`src/rtl/reflet_gpio_ext.sv`:
```
// reflet_gpio_ext: memory-mapped GPIO on the 8-bit Reflet bus.
// NUM_PINS pins with output latch, direction bit, 2-flop input synchroniser and
// sticky write-1-to-clear rise/fall interrupt status.
// Optional per-pin debounce filter between synchroniser and IN: define GPIO_DEBOUNCE_EN.
`timescale 1ns/1ps
module reflet_gpio_ext #(
   parameter int base_addr_size = 16,
   parameter logic [base_addr_size-1:0] base_addr = 16'hFF00,
   parameter int NUM_PINS = 16,
   parameter logic [NUM_PINS-1:0] RESET_OUT = '0,
   parameter int DEBOUNCE_CYCLES = 16
)(
   input  logic                      clk,
   input  logic                      reset,
   input  logic                      enable,
   input  logic [base_addr_size-1:0] addr,
   input  logic                      write_en,
   input  logic [7:0]                data_in,
   output logic [7:0]                data_out,
   output logic                      interrupt,
   input  logic [NUM_PINS-1:0]       gpi,
   output logic [NUM_PINS-1:0]       gpo,
   output logic [NUM_PINS-1:0]       gpo_oe
);

   // Elaboration-time guard on parameter ranges.
   if (NUM_PINS < 1 || NUM_PINS > 64 || DEBOUNCE_CYCLES < 1 || DEBOUNCE_CYCLES > 65535) begin : g_bad_params
      $error("reflet_gpio_ext: NUM_PINS or DEBOUNCE_CYCLES out of range");
   end

   logic [base_addr_size:0] addr_ext;
   logic [base_addr_size:0] lo_ext;
   logic [base_addr_size:0] hi_ext;
   logic                    sel;
   logic [5:0]              offset;
   logic [2:0]              group;
   logic [2:0]              byte_idx;
   logic                    wr;

   // The window end is computed one bit wider so a window ending at the top of
   // the address space does not wrap.
   assign addr_ext = {1'b0, addr};
   assign lo_ext   = {1'b0, base_addr};
   assign hi_ext   = lo_ext + (base_addr_size + 1)'(64);
   assign sel      = enable && (addr_ext >= lo_ext) && (addr_ext < hi_ext);
   assign offset   = 6'(addr - base_addr);
   assign group    = offset[5:3];
   assign byte_idx = offset[2:0];
   assign wr       = sel && write_en;

   logic [NUM_PINS-1:0] lane_mask;
   logic [NUM_PINS-1:0] wr_data;

   // Map the addressed byte lane onto pins; lanes beyond NUM_PINS simply have no bits.
   always_comb begin
      lane_mask = '0;
      wr_data   = '0;
      for (int i = 0; i < NUM_PINS; i++) begin
         lane_mask[i] = (3'(i / 8) == byte_idx);
         wr_data[i]   = data_in[i % 8];
      end
   end

   logic [NUM_PINS-1:0] out_q;
   logic [NUM_PINS-1:0] dir_q;
   logic [NUM_PINS-1:0] rise_en_q;
   logic [NUM_PINS-1:0] fall_en_q;
   logic [NUM_PINS-1:0] status_q;

   // Read/write control registers, updated one byte lane at a time.
   always_ff @(posedge clk or negedge reset) begin
      if (!reset) begin
         out_q     <= RESET_OUT;
         dir_q     <= '0;
         rise_en_q <= '0;
         fall_en_q <= '0;
      end else if (wr) begin
         case (group)
            3'd0: out_q     <= (out_q & ~lane_mask) | (wr_data & lane_mask);
            3'd1: dir_q     <= (dir_q & ~lane_mask) | (wr_data & lane_mask);
            3'd3: rise_en_q <= (rise_en_q & ~lane_mask) | (wr_data & lane_mask);
            3'd4: fall_en_q <= (fall_en_q & ~lane_mask) | (wr_data & lane_mask);
            default: ;
         endcase
      end
   end

   logic [NUM_PINS-1:0] sync1;
   logic [NUM_PINS-1:0] sync2;
   logic [NUM_PINS-1:0] filt;
   logic [NUM_PINS-1:0] prev;

   // Two-flop synchroniser for the asynchronous pad inputs.
   always_ff @(posedge clk or negedge reset) begin
      if (!reset) begin
         sync1 <= '0;
         sync2 <= '0;
      end else begin
         sync1 <= gpi;
         sync2 <= sync1;
      end
   end

`ifdef GPIO_DEBOUNCE_EN
   logic [15:0] db_cnt [NUM_PINS];

   // Debounce: filt only follows sync2 after DEBOUNCE_CYCLES consecutive mismatches.
   always_ff @(posedge clk or negedge reset) begin
      if (!reset) begin
         filt <= '0;
         for (int i = 0; i < NUM_PINS; i++) db_cnt[i] <= '0;
      end else begin
         for (int i = 0; i < NUM_PINS; i++) begin
            if (sync2[i] != filt[i]) begin
               if (db_cnt[i] == 16'(DEBOUNCE_CYCLES - 1)) begin
                  filt[i]   <= sync2[i];
                  db_cnt[i] <= '0;
               end else begin
                  db_cnt[i] <= db_cnt[i] + 16'd1;
               end
            end else begin
               db_cnt[i] <= '0;
            end
         end
      end
   end
`else
   assign filt = sync2;
`endif

   // Previous filtered value, the reference for edge detection.
   always_ff @(posedge clk or negedge reset) begin
      if (!reset) prev <= '0;
      else        prev <= filt;
   end

   logic [NUM_PINS-1:0] rise;
   logic [NUM_PINS-1:0] fall;
   logic [NUM_PINS-1:0] clr_mask;

   assign rise     = filt & ~prev;
   assign fall     = ~filt & prev;
   assign clr_mask = (wr && group == 3'd5) ? (wr_data & lane_mask) : '0;

   // Sticky status: a new edge in the same cycle as a W1C clear keeps the bit set.
   always_ff @(posedge clk or negedge reset) begin
      if (!reset) status_q <= '0;
      else        status_q <= (status_q & ~clr_mask) | (rise & rise_en_q) | (fall & fall_en_q);
   end

   assign gpo       = out_q;
   assign gpo_oe    = dir_q;
   assign interrupt = |status_q;

   logic [63:0] view;

   // Combinational read mux; unselected accesses return 0 so buses can be OR-ed.
   always_comb begin
      view = '0;
      case (group)
         3'd0: view[NUM_PINS-1:0] = out_q;
         3'd1: view[NUM_PINS-1:0] = dir_q;
         3'd2: view[NUM_PINS-1:0] = filt;
         3'd3: view[NUM_PINS-1:0] = rise_en_q;
         3'd4: view[NUM_PINS-1:0] = fall_en_q;
         3'd5: view[NUM_PINS-1:0] = status_q;
         default: ;
      endcase
      data_out = sel ? view[{byte_idx, 3'b000} +: 8] : 8'h00;
   end

endmodule

```
`config.mk`:
```
export PLATFORM = sky130hd
export DESIGN_NAME = reflet_gpio_ext
export DESIGN_NICKNAME = d
export VERILOG_FILES = /design/src/rtl/reflet_gpio_ext.sv
export SDC_FILE = /design/constraint.sdc
export NUM_CORES = 1
export LEC_CHECK = 0
export ABC_AREA = 1
export CAP_MARGIN = 40
export CORE_ASPECT_RATIO = 1.2
export CORE_MARGIN = 4
export CORE_UTILIZATION = 59
export CTS_CLUSTER_SIZE = 16
export DETAILED_ROUTE_END_ITERATION = 8
export DONT_BUFFER_PORTS = 1
export PLACE_DENSITY = 0.8
export REMOVE_ABC_BUFFERS = 1
export SYNTH_ARGS = -nofsm -noshare
export SYNTH_HDL_FRONTEND = slang
export SYNTH_SLANG_ARGS = --single-unit
```
`constraint.sdc`:
```
create_clock -name clk -period 1.4 [get_ports clk]
set_input_delay 0.21 -clock clk [delete_from_list [all_inputs] [get_ports clk]]
set_output_delay 0.21 -clock clk [all_outputs]
set_load 0.02 [all_outputs]
```
==> results.toml <==
[worst_hold_path]
hp-class = "in -> async"

[die]
std_cell_rows = 40
dieWidth_um = 100.7
die_h_um = 119.2
dieArea_mm2 = 0.01201
ios = 85
core-area_mm2 = 0.01006
initial_core_util_pct = 60.47

[clock_tree]
hold_buffers = 26
root_buffer = "clkbuf_16"
cts_max_path_buffers = 2
clock_latency_ps = 420
numCtsBuffers = 17
cts_tree = "done"
cts.sinks = 128
htreeDepth = 4
clkTransAtPathRegs_ps = 60

[detailed_routing]
dr.pass1.iters = 7
drt_iter0_drc = 641
vias_per_cell = 6.307
dr_total_vias = 6187
antenna_left = 0
wl_per_cell_um = 20.06
routed_wl_um = 19680
drc = 0

[cells_and_area]
layout.nets = 886
stdcell_count = 981
syn2layout_area_growth_pct = 31.00
drive_gt1_share_pct = 20.47
fillers = 609
diodes = 0

[yosys]
synth_area_mm2 = 0.006083
postSynth.asyncResetShare_pct = 100.0
syn_inst = 744
yosys.area.top_type_share_pct = 52.65
avgSynthCellArea_um2 = 8.177
synthTopCellsByArea = "dfrtp_1, nand2_1, nand4_1"
synth_top_cells_by_count = "nand2_1, nand4_1, dfrtp_1, nor2_1, inv_1"
yosys_warnings = 0
synth.most_common_cell = "nand2_1"
ys_seq_area_share_pct = 52.65
yosysUniqueCellTypes = 25
synth_top_flop_cell = "dfrtp_1"
synth_top_area_cell = "dfrtp_1"
synth_edf_count = 0
synth-seq-cells = 128

[run]
maxCapViolCount = 0

[setup_path]
r2r_end = "status_q[6]"
cp.required_ps = 1190
crit_arrival_ps = 1540
critPathMaxFanout = 2
setup.worst_path.class = "reg -> out"
reg2reg_slack_ps = 340
reg2regPathDepth = 5
worstSetupEndpointType = "primary output"
worst_setup_path_start_kind = "flip-flop"

[sta]
hold_viol_final = 128
fin_tns_setup_ps = -2513
rsz0062_at_grt = "true"
whs_ps = -510.3
final.setup.worst_slack_ps = -347.1
worst_slew_margin_rel_pct = 68.45
worst_slew_pin_slew_ps = 471.7
finalMaxSlewViolations = 0
fin_crit_sh_pct = 124.8
fin_crit_ps = 1747
fmax_mhz = 572.4
setup_violations = 9
skew_ps = 7.833

[pwr]
powerDensity_mw_per_mm2 = 1212
peakVddDrop_v = 0.0007344
fin_total_pwr_mw = 9.659
power.leakage_nw = 4.025

[grt]
grt_pass1_vias = 6096
grt.total_usage_pct = 34.19
antenna_found_initial = 0
grt_pass1_wl_um = 31460
grt_max_degree = 129
overflow = 0

[outcome]
run_status = "finished, violations left"
violations = "hold timing, setup timing"

[placed_design]
port_buffers = 0
place_congestion = 0.9691
post-place-cells = 908
hpwl_um = 11960
-- cell type report --
cell class	count	area, µm²	share of cell area [%]
inverters	43	163.9	2.057
flip-flops and latches	128	3207	40.24
clock buffers	20	466.7	5.856
clock inverters	12	252.7	3.172
repair buffers	131	1166	14.63
well taps	126	157.7	1.978
multi-input cells	521	2555	32.06
-- report_power, final --
group	total (mW)	switching, mW	internal [mW]
clock	5.36	1.69	3.68
sequential	3.82	0.0435	3.77
combinational	0.479	0.287	0.192
-- what timing repair did --
| item | in CTS | in global routing |
|---|---|---|
| setup buffers | 14 | 2 |
| setup endpoints to repair | 9 | 9 |
| gates resized for setup | 23 | 12 |
| pin swaps | 20 | 16 |
| gates cloned | 0 | 0 |
| hold endpoints to repair | 219 | 128 |
-- per-stage QoR --
step | utilization [%] | area [µm²] | setup WS, ps
floorplan | - | 5822 | -706.0
global placement | 67.08 | 6748 | -186.7
detailed placement | 67.08 | 6748 | -163.5
CTS | 78.71 | 7918 | -325.1
global route | 79.22 | 7969 | -411.7
finish | 79.22 | 7969 | -347.1
-- layout by cell type, fill, tap and decap left out --
cell,count
clkinvlp_4,1
clkbuf_8,3
dfrtp_1,125
nand4_2,4
a21oi_1,1
nor2_2,7
nor3_4,1
buf_4,90
dfrtp_2,3
nor2_4,4
nand3b_1,1
a31oi_1,15
nand4_1,134
nor2_1,65
nand3_1,30
o21ai_1,2
nand3_4,1
nand2_2,5
buf_6,8
clkinv_4,3
inv_4,1
nand2_1,240
inv_2,8
clkbuf_16,17
inv_6,1
bufinv_16,7
nor3_2,1
dlygate4sd3_1,26
nor3_1,5
nor4_1,2
buf_12,7
nand2_4,1
inv_1,34
nor4_4,2
-- worst max path at each step --
stage                            start     endpoint  slack, ps  depth (start not counted)
final                     status_q[14]    interrupt       -350                          3
after global routing      status_q[12]  data_out[4]       -410                          6
after CTS                 status_q[14]    interrupt       -330                          3
after detailed placement   status_q[7]    interrupt       -160                          4
after global placement     status_q[7]    interrupt       -190                          4
after floorplan                addr[4]  data_out[0]       -710                          7
-- worst max-delay path, cell delays in order (launching register included) --
cell and delay, ps:
dfrtp_1 410, nor4_4 320, nand4_1 200, buf_6 180
-- routing by layer --
layer	share of wire [%]	vias up	GRT usage, %
met4	5.5	0	20.89
li1	-	2732	-
met3	10	103	8.377
met2	47	449	53.17
met5	0	-	0
met1	37	2903	42.50
-- kinds of logic after synthesis --
family	after synthesis	synth area share [%]
buf+inv	95	6.993
compound gates	18	1.789
simple gates	503	38.56
flops	128	52.65
Note: power is estimated with default switching activity, not from simulation.
